[src/rtl/serial_pattern_gen.sv]
// Serial pattern transmitter: latches a pattern word on start and shifts it out
// MSB-first, one bit per en strobe, repeating with an optional idle gap.
module serial_pattern_gen #(
  parameter int w   = 10,
  parameter int lw  = 4,
  parameter int rw  = 4,
  parameter int gap = 2
) (
  input  logic          clk,
  input  logic          reset,
  input  logic          en,
  input  logic          start,
  input  logic          stop,
  input  logic [w-1:0]  pattern,
  input  logic [lw-1:0] len,
  input  logic [rw-1:0] repeats,
  output logic          ready,
  output logic          bit_out,
  output logic          bit_valid,
  output logic          last,
  output logic          done,
  output logic [rw-1:0] rep_cnt
);

  localparam int            gw    = (gap > 1) ? $clog2(gap + 1) : 1;
  localparam logic [lw-1:0] w_l   = lw'(w);
  localparam logic [gw-1:0] gap_l = gw'(gap);

  typedef enum logic [1:0] {IDLE, SEND, GAP} state_t;

  state_t        state, state_n;
  logic [w-1:0]  pat_r, pat_n;
  logic [lw-1:0] len_r, len_n;
  logic [rw-1:0] rpt_r, rpt_n;
  logic [lw-1:0] idx, idx_n;
  logic [gw-1:0] gcnt, gcnt_n;
  logic [rw-1:0] rep_n;
  logic          done_n;

  logic [lw-1:0] len_clamp;
  logic [lw-1:0] sel;
  logic [w-1:0]  pat_sh;
  logic [rw-1:0] rep_inc;
  logic [gw-1:0] gcnt_inc;
  logic          idx_end;

  // a zero or oversize length means "send the whole word"
  assign len_clamp = (len == '0 || len > w_l) ? w_l : len;
  assign idx_end   = (idx == len_r - 1'b1);
  assign rep_inc   = rep_cnt + 1'b1;
  assign gcnt_inc  = gcnt + 1'b1;
  assign sel       = len_r - 1'b1 - idx;
  assign pat_sh    = pat_r >> sel;

  // next-state logic: stop wins over everything, en=0 holds all state
  always_comb begin
    state_n = state;
    pat_n   = pat_r;
    len_n   = len_r;
    rpt_n   = rpt_r;
    idx_n   = idx;
    gcnt_n  = gcnt;
    rep_n   = rep_cnt;
    done_n  = 1'b0;
    if (stop) begin
      state_n = IDLE;
      idx_n   = '0;
      gcnt_n  = '0;
    end else begin
      case (state)
        IDLE: if (start) begin
          pat_n   = pattern;
          len_n   = len_clamp;
          rpt_n   = repeats;
          idx_n   = '0;
          gcnt_n  = '0;
          rep_n   = '0;
          state_n = SEND;
        end
        SEND: if (en) begin
          if (!idx_end) begin
            idx_n = idx + 1'b1;
          end else begin
            rep_n = rep_inc;
            if (rpt_r != '0 && rep_inc == rpt_r) begin
              state_n = IDLE;
              done_n  = 1'b1;
              idx_n   = '0;
            end else if (gap > 0) begin
              state_n = GAP;
              gcnt_n  = '0;
            end else begin
              idx_n = '0;
            end
          end
        end
        GAP: if (en) begin
          if (gcnt_inc == gap_l) begin
            state_n = SEND;
            idx_n   = '0;
            gcnt_n  = '0;
          end else begin
            gcnt_n = gcnt_inc;
          end
        end
        default: state_n = IDLE;
      endcase
    end
  end

  // register update with synchronous reset
  always_ff @(posedge clk) begin
    if (reset) begin
      state   <= IDLE;
      pat_r   <= '0;
      len_r   <= '0;
      rpt_r   <= '0;
      idx     <= '0;
      gcnt    <= '0;
      rep_cnt <= '0;
      done    <= 1'b0;
    end else begin
      state   <= state_n;
      pat_r   <= pat_n;
      len_r   <= len_n;
      rpt_r   <= rpt_n;
      idx     <= idx_n;
      gcnt    <= gcnt_n;
      rep_cnt <= rep_n;
      done    <= done_n;
    end
  end

  // outputs decoded from registered state
  always_comb begin
    ready     = (state == IDLE);
    bit_valid = (state == SEND);
    bit_out   = bit_valid & pat_sh[0];
    last      = (state == SEND) && idx_end && (rpt_r != '0) &&
                (rep_cnt == rpt_r - 1'b1);
  end

endmodule

[config.mk]
export PLATFORM = sky130hd
export DESIGN_NAME = serial_pattern_gen
export DESIGN_NICKNAME = d
export VERILOG_FILES = /design/src/rtl/serial_pattern_gen.sv
export SDC_FILE = /design/constraint.sdc
export NUM_CORES = 1
export LEC_CHECK = 0
export ABC_CLOCK_PERIOD_IN_PS = 7200
export CAP_MARGIN = 20
export CORE_UTILIZATION = 55
export DETAILED_ROUTE_END_ITERATION = 10
export PLACE_DENSITY = 0.84
export SLEW_MARGIN = 20
export SYNTH_ARGS = -nofsm -noshare
export SYNTH_HDL_FRONTEND = slang
export SYNTH_SLANG_ARGS = --single-unit
[constraint.sdc]
create_clock -name clk -period 7.2 [get_ports clk]
set_input_delay 1.44 -clock clk [delete_from_list [all_inputs] [get_ports clk]]
set_output_delay 1.44 -clock clk [all_outputs]
set_load 0.005 [all_outputs]
* Yosys cells after proc, flatten, opt, wreduce, memory -nomap -nowiden
Index checks and enable logic that the tools add are counted.
** Storage, ports and cells
- Logic and storage cells :: 77
- Input bits :: 23
- Output and inout bits :: 9
- Register bits :: 31
** Operators by class
- Order comparisons :: 1
- Shift-type cells :: 1
- Equal/unequal tests :: 13
- Bitwise operators :: 5
- Mux-type cells :: 26
- Reductions and logical operators :: 17
- $add $sub $neg :: 6
** Operators with widths (number)
- $mux 4 :: 9
- $mux 2 :: 12
- $eq 4x4->1 :: 3
- $pmux 2 s3 :: 2
- $pmux 4 s3 :: 1
- $reduce_and 6->1 :: 2
- $ne 2x2->1 const B :: 5
- $reduce_and 5->1 :: 2
- $shr 10x4->1 :: 1
- $add 4x1->4 const B :: 2
- $pmux 4 s2 :: 1
- $sub 4x1->4 const B :: 2
- $reduce_or 5->1 :: 1
- $eq 2x2->1 const B :: 2
- $gt 4x4->1 const B :: 1
- $logic_and 1x1->1 :: 4
- $logic_not 4->1 :: 1
- $not 1->1 :: 4
- $reduce_bool 4->1 :: 1
- $sub 4x4->4 :: 1
- $ne 3x2->1 const B :: 1
- $reduce_and 3->1 :: 1
- $reduce_bool 3->1 :: 1
- $add 2x1->2 const B :: 1
- 8 further kinds :: 8

* Longest topological paths before layout
Gate-level depths: netlist of run 1.
- Depth after elaboration :: 7
- Gate-level depth with buffers :: 9
- Depth with buffers taken out :: 9

* Worst setup path before layout of run 1
OpenSTA, ideal clock, no wires.
- Path type :: reg-to-output
- From :: register len_r[0]
- To :: output port bit_out
- Arrival :: 2.022 ns
- Path buffers :: 0
- Setup slack :: 3.738 ns
- Required time :: 5.760 ns
- Stages on the path, launching flop included :: 10
- Cells stage by stage :: dfxtp_1 > inv_1 > ha_1 > inv_1 > ha_1 > nor2b_1 > o21ai_0 > a21oi_1 > or3_1 > a21oi_1
** Between the ends
- Longest elaborated chain between the ends :: 4
** Ends and longest elaborated chain
- from (decl) :: line 33 : logic [lw-1:0] len_r, len_n;
- from (signal assigned) :: line 125 : len_r <= len_n;
- $sub 4x1->4 :: line 52 : assign sel = len_r - 1'b1 - idx;
- $sub 4x4->4 :: line 52
- $shr 10x4->1 :: line 53 : assign pat_sh = pat_r >> sel;
- $and 1x1->1 :: line 138 : bit_out = bit_valid & pat_sh[0];
- to (decl) :: line 18 : output logic bit_out,
No other way between the ends.

* Worst setup path in the final report of run 1
Ends and elaborated chain as after synthesis.

==> results.cfg, run 1 <==
[detailed_routing]
route.detailed.drc = 0
drtIter0Drc = 96
drtAntennaViolNets = 0
drtPass1Iterations = 4
dr_total_vias = 1678
wl_per_cell_um = 13.5
finalWirelength_um = 3920
vias_per_cell = 5.81

[synth]
synth_area_leaders = dfxtp_1 (33%), nand2_1 (8.1%), a21oi_1 (5.8%), ha_1 (5.3%), xnor2_1 (2.8%)
syn_nets = 247
yosysMostFrequentCell = nand2_1
synth_simple_gate_area_share_pct = 23.7
synthCells = 215
netlist_top_cells_count = nand2_1 (41), dfxtp_1 (31), a21oi_1 (22)
netlist_area_mm2 = 0.00190
synthAdderAreaFrac_pct = 6.32
syn_avg_cell_area_um2 = 8.85
synth_compound_area_share_pct = 18.9
ys_seq_elements = 31
synth_edf_count = 0
synth.distinct_cells = 52
ys_warn_count = 0
yosysTopAreaCell = dfxtp_1
yosysTopAreaCellShare_pct = 32.6
ys.flop_type = dfxtp_1
synth-xor-area-share_pct = 8.03
synth.area.mux_share_pct = 5.59
synth_top_family_by_area = simple AND/OR/NAND/NOR gates
async_flop_share_pct = 0
yosysSeqAreaShare_pct = 32.6

[clock_tree]
cts.sinks = 31
cts_buffer_depth = 2
clk_pin_slew_ns = 0.10
hold_buffers = 0
post_cts_buffers = 0
cts_made_buffers = 5
cts_tree = yes
htreeDepth = 2
clk_latency_ns = 0.34
cts_resized = 0
root_buffer = clkbuf_4

[power_and_ir_drop]
power.total_w = 0.000356
power_density_mw_per_mm2 = 157
p_leak_nw = 0.790
ir_worst_vdd_uv = 106

[grt]
grt_use_met3_pct = 6.61
grt_antenna_before_repair = 0
grt_pass1_vias = 1591
grt-ovfl-total = 0
grt_busiest_layer = met2
use_met1_pct = 29.1
grt_pass1_wl_um = 6840
met2_usage_pct = 44.7
grt_max_degree = 25
track_usage_pct = 25.0

[layout]
drive_gt1_share_pct = 11.4
antenna-diode-count = 0
syn_to_final_growth_pct = 19.1
post-route-util_pct = 71.3
nets = 276
final_area_mm2 = 0.00227

[hold_path]
hold_start = pat_r[8]
holdCritPathClass = reg2reg

[outcome]
outcome = completed

[critical_path]
r2r_start = len_r[0]
critical_path.max_stage_delay_ns = 0.51
crit_path_start_kind = flop
crit_buf_inv = 3
arrival_ns = 3.00
cp_top_family = adder cells
path_cells = inv_1, ha_1, inv_1, ha_1, nor2b_1, o21ai_0, a21oi_1, or3_1, a21oi_1, clkdlybuf4s50_1
critPathSlowestCell = clkdlybuf4s50_1
cp_max_fo = 4
worstSetupEndpointType = output pin
crit_start = len_r[0]
crit_type = reg2out
required_ns = 5.76

[timing]
setup_violations = 0
layout_min_cycle_time_ns = 4.44
worst_pin_slew_ns = 0.945
rsz0062_at_grt = false
timing.fmax_mhz = 225
relSlewSlack_pct = 36.7
slew_viol_final = 0
finalHoldViolations = 0
clock_skew_ns = 0.0205
finalSetupTns_ns = 0
fin_crit_sh_pct = 61.7

[die]
start_util_pct = 59.8
die-area_mm2 = 0.00370
fp.coreArea_mm2 = 0.00318
ios = 32
die_h_um = 60.8
num_rows = 20
fp.dieW_um = 60.8

[place]
portBuffers = 31
dp_hpwl_um = 2890
postPlaceCellArea_mm2 = 0.00221
place.gp.congestion = 0.806

[flow_run]
drv_cap = 0
[final cells by class]
type | instances | area (µm²)
clock buffers | 5 | 37.5
inverters | 10 | 37.5
fillers | 273 | 912
multi-input cells | 165 | 1190
clock inverters | 3 | 15.0
well taps | 44 | 55.1
flip-flops and latches | 31 | 621
repair buffers | 31 | 310
[cell usage in the layout, fill, tap and decap left out, drive strengths merged, types with 3 or more instances in the layout]
cell,instances
ha,8
inv,10
nor3,7
a41oi,3
nand3,7
or3,3
clkbuf,5
nand4b,3
o21ai,8
clkinv,3
clkdlybuf4s50,31
xnor2,7
nor2,9
nand2,42
nand4,5
xor2,6
dfxtp,31
a21oi,22
mux2i,5
[path summary, 6_finish.rpt]
check,end,slack (ns),depth (start not counted)
max,bit_out,2.76,10
min,pat_r[8],0.46,2
max reg2reg,gcnt[1],4.95,8
min reg2reg,pat_r[8],0.46,2
[metal layers]
metal | vias to the layer above | part of all wire [%]
met1 | 798 | 45
met3 | 4 | 4.3
met5 | - | 0
met2 | 47 | 50
li1 | 829 | -
met4 | 0 | 0.74
[flip-flops by register name, indices dropped and copies added (netlist names)]
name,count
pat_r,10
idx,4
len_r,4
rep_cnt,4
rpt_r,4
gcnt,2
state,2
done,1
[per-stage QoR]
stage	instances	setup WS, ns	hold WS, ns
after floorplan	215	3.74	0.433
after global placement	281	3.16	0.442
after detailed placement	281	3.09	0.448
after CTS	289	2.72	0.463
after global routing	289	2.57	0.478
final	289	2.76	0.461
[power breakdown]
| group | leakage [nW] | switching [W] | internal [W] |
|---|---|---|---|
| logic | 0.504 | 0.0000392 | 0.0000354 |
| clock network | 0.0347 | 0.0000612 | 0.0000363 |
| registers | 0.252 | 0.00000643 | 0.000177 |
| total | 0.790 | 0.000107 | 0.000249 |
[worst register-to-register path: cells and delay by family (launching register included)]
family	cells	cell delay, ns
AO/OA/AOI/OAI	2	0.42
XOR/XNOR	1	0.14
adder cells (fa/ha/maj)	2	0.61
buffers and inverters	1	0.06
AND/OR/NAND/NOR	2	0.55
flip-flops	1	0.39
[cell families (layout without fill, tap and decap cells)]
| kind of cell | Yosys count | after routing |
|---|---|---|
| buffers and inverters | 19 | 49 |
| DFF | 31 | 31 |
| muxes | 8 | 8 |
| and+or+nand+nor | 86 | 86 |
| xor gates and xnor gates | 14 | 14 |
| AOI/OAI and AO/OA | 48 | 48 |
| adders and majority gates | 9 | 9 |
Note: power is estimated with default switching activity, not from simulation.
==> run 2: changes to the inputs <==
ABC_CLOCK_PERIOD_IN_PS = 4400   (was 7200)
CORE_UTILIZATION = 53   (was 55)
PLACE_DENSITY = 0.82   (was 0.84)
clock period = 4.4 ns   (was 7.2 ns; I/O delays follow)
==> run 2 against run 1 <==
- utilization decreased by 3.2 points
- global-route usage decreased by 2.3 points
- hold slack got worse by 0.0049 ns
- register-to-register slack got worse by 2.8 ns
- flip-flop and latch count unchanged
- cell count increased by 1.7%
- highest routed layer unchanged
==> results.cfg, run 2 (synthesis gave the netlist of run 1 again) <==
[detailed_routing]
drtPass1Iterations = 4
dr_total_vias = 1626
route.detailed.drc = 0
drtAntennaViolNets = 0
finalWirelength_um = 3740
drtIter0Drc = 80
vias_per_cell = 5.53
wl_per_cell_um = 12.7

[timing]
clock_skew_ns = 0.00604
finalSetupTns_ns = 0
setup_violations = 0
timing.fmax_mhz = 256
fin_crit_sh_pct = 88.9
finalHoldViolations = 0
layout_min_cycle_time_ns = 3.91
fin_ws_ns = 0.490
slew_viol_final = 0
rsz0062_at_grt = false
worst_pin_slew_ns = 0.856
relSlewSlack_pct = 42.5

[layout]
n_fill_cell = 291
top_register = pat_r
nets = 279
largest_reg_flops = 10
antenna-diode-count = 0
layout_commonest_cell = nand2_1
syn_to_final_growth_pct = 21.3
drive_gt1_share_pct = 12.1
final_cells = 294
layout_common_cells = nand2_1 (41), dfxtp_1 (31), clkdlybuf4s50_1 (31)

[critical_path]
critical_path.max_stage_delay_ns = 0.52
r2r_start = len_r[0]
arrival_ns = 3.03
crit_path_start_kind = flop
r2r_cells = 8
crit_type = reg2out
crit_buf_inv = 3
cp_max_fo = 4
worstSetupEndpointType = output pin
regToRegSetupSlack_ns = 2.15
critPathCapture = bit_out
cp_top_family = adder cells
r2r-end = gcnt[1]
path_cells = inv_1, ha_1, inv_1, ha_1, nor2b_1, o21ai_0, a21oi_1, or3_1, a21oi_1, clkdlybuf4s50_1
critPathSlowestCell = clkdlybuf4s50_1
cp.depth = 10
crit_start = len_r[0]
required_ns = 3.52

[clock_tree]
hold_buffers = 0
cts_tree = yes
clk_latency_ns = 0.33
cts_resized = 0
post_cts_buffers = 0
clk_pin_slew_ns = 0.09
cts_buffer_depth = 2
root_buffer = clkbuf_4
htreeDepth = 2
cts.sinks = 31
cts_made_buffers = 5

[die]
start_util_pct = 56.1
fp.coreArea_mm2 = 0.00339
die_h_um = 61.9
fp.dieW_um = 61.9
ios = 32
num_rows = 21
die-area_mm2 = 0.00383

[grt]
grt-ovfl-total = 0
track_usage_pct = 22.8
grt_pass1_wl_um = 6440
grt_max_degree = 25
grt_antenna_before_repair = 0
grt_pass1_vias = 1521

[place]
dp_hpwl_um = 2730
portBuffers = 31
post-place-ws_ns = 0.834
dp_cells = 286
place.gp.congestion = 0.837

[hold_path]
holdCritPathClass = reg2reg

[power_and_ir_drop]
power_density_mw_per_mm2 = 267
ir_worst_vdd_uv = 165
power.total_w = 0.000616
p_leak_nw = 0.809

[flow_run]
drv_cap = 0

[outcome]
outcome = completed
==> run 2: layer usage <==
| layer | global-route usage, % | up-vias | routed length [µm] |
|---|---|---|---|
| met5 | 0 | - | 0 |
| met4 | 8.57 | 0 | 53 |
| met3 | 4.97 | 6 | 150 |
| met2 | 38.2 | 33 | 1790 |
| met1 | 28.6 | 751 | 1750 |
| li1 | - | 836 | - |
==> run 2: worst min-delay path by stage <==
stage               startpoint  endpoint  slack, ns  cells after the start
CTS                   pat_r[1]  pat_r[1]       0.46                      2
floorplan             pat_r[8]  pat_r[8]       0.43                      2
global placement      pat_r[1]  pat_r[1]       0.44                      2
finish                pat_r[1]  pat_r[1]       0.46                      2
global route           gcnt[1]   gcnt[1]       0.49                      1
detailed placement    pat_r[1]  pat_r[1]       0.45                      2
==> run 2: worst min-delay path, delay by kind of cell (launching register included) <==
| kind | cells | cell delay, ns |
|---|---|---|
| AOI/OAI and AO/OA | 1 | 0.05 |
| DFF | 1 | 0.32 |
| and+or+nand+nor | 1 | 0.05 |
==> run 2: report_power, final <==
part	internal [W]	switching (W)
clock network	0.0000939	0.0000984
logic	0.0000596	0.0000635
registers	0.000290	0.0000104
==> run 2: final cells by class <==
type | instances | area (µm²) | area share, %
inverter | 10 | 37.5 | 1.63
sequential | 31 | 621 | 26.9
timing repair buffer | 34 | 333 | 14.4
clock buffer | 8 | 68.8 | 2.98
tap | 46 | 57.6 | 2.49
multi-input combinational | 165 | 1190 | 51.6
==> run 2: metrics by stage <==
stage / util, % / hold WS (ns) / instance area, µm²
2_1_floorplan: - / 0.433 / 1900
3_3_place_gp: 66.0 / 0.439 / 2240
3_5_place_dp: 66.0 / 0.447 / 2240
4_1_cts: 68.1 / 0.460 / 2310
5_1_grt: 68.1 / 0.490 / 2310
6_report: 68.1 / 0.456 / 2310
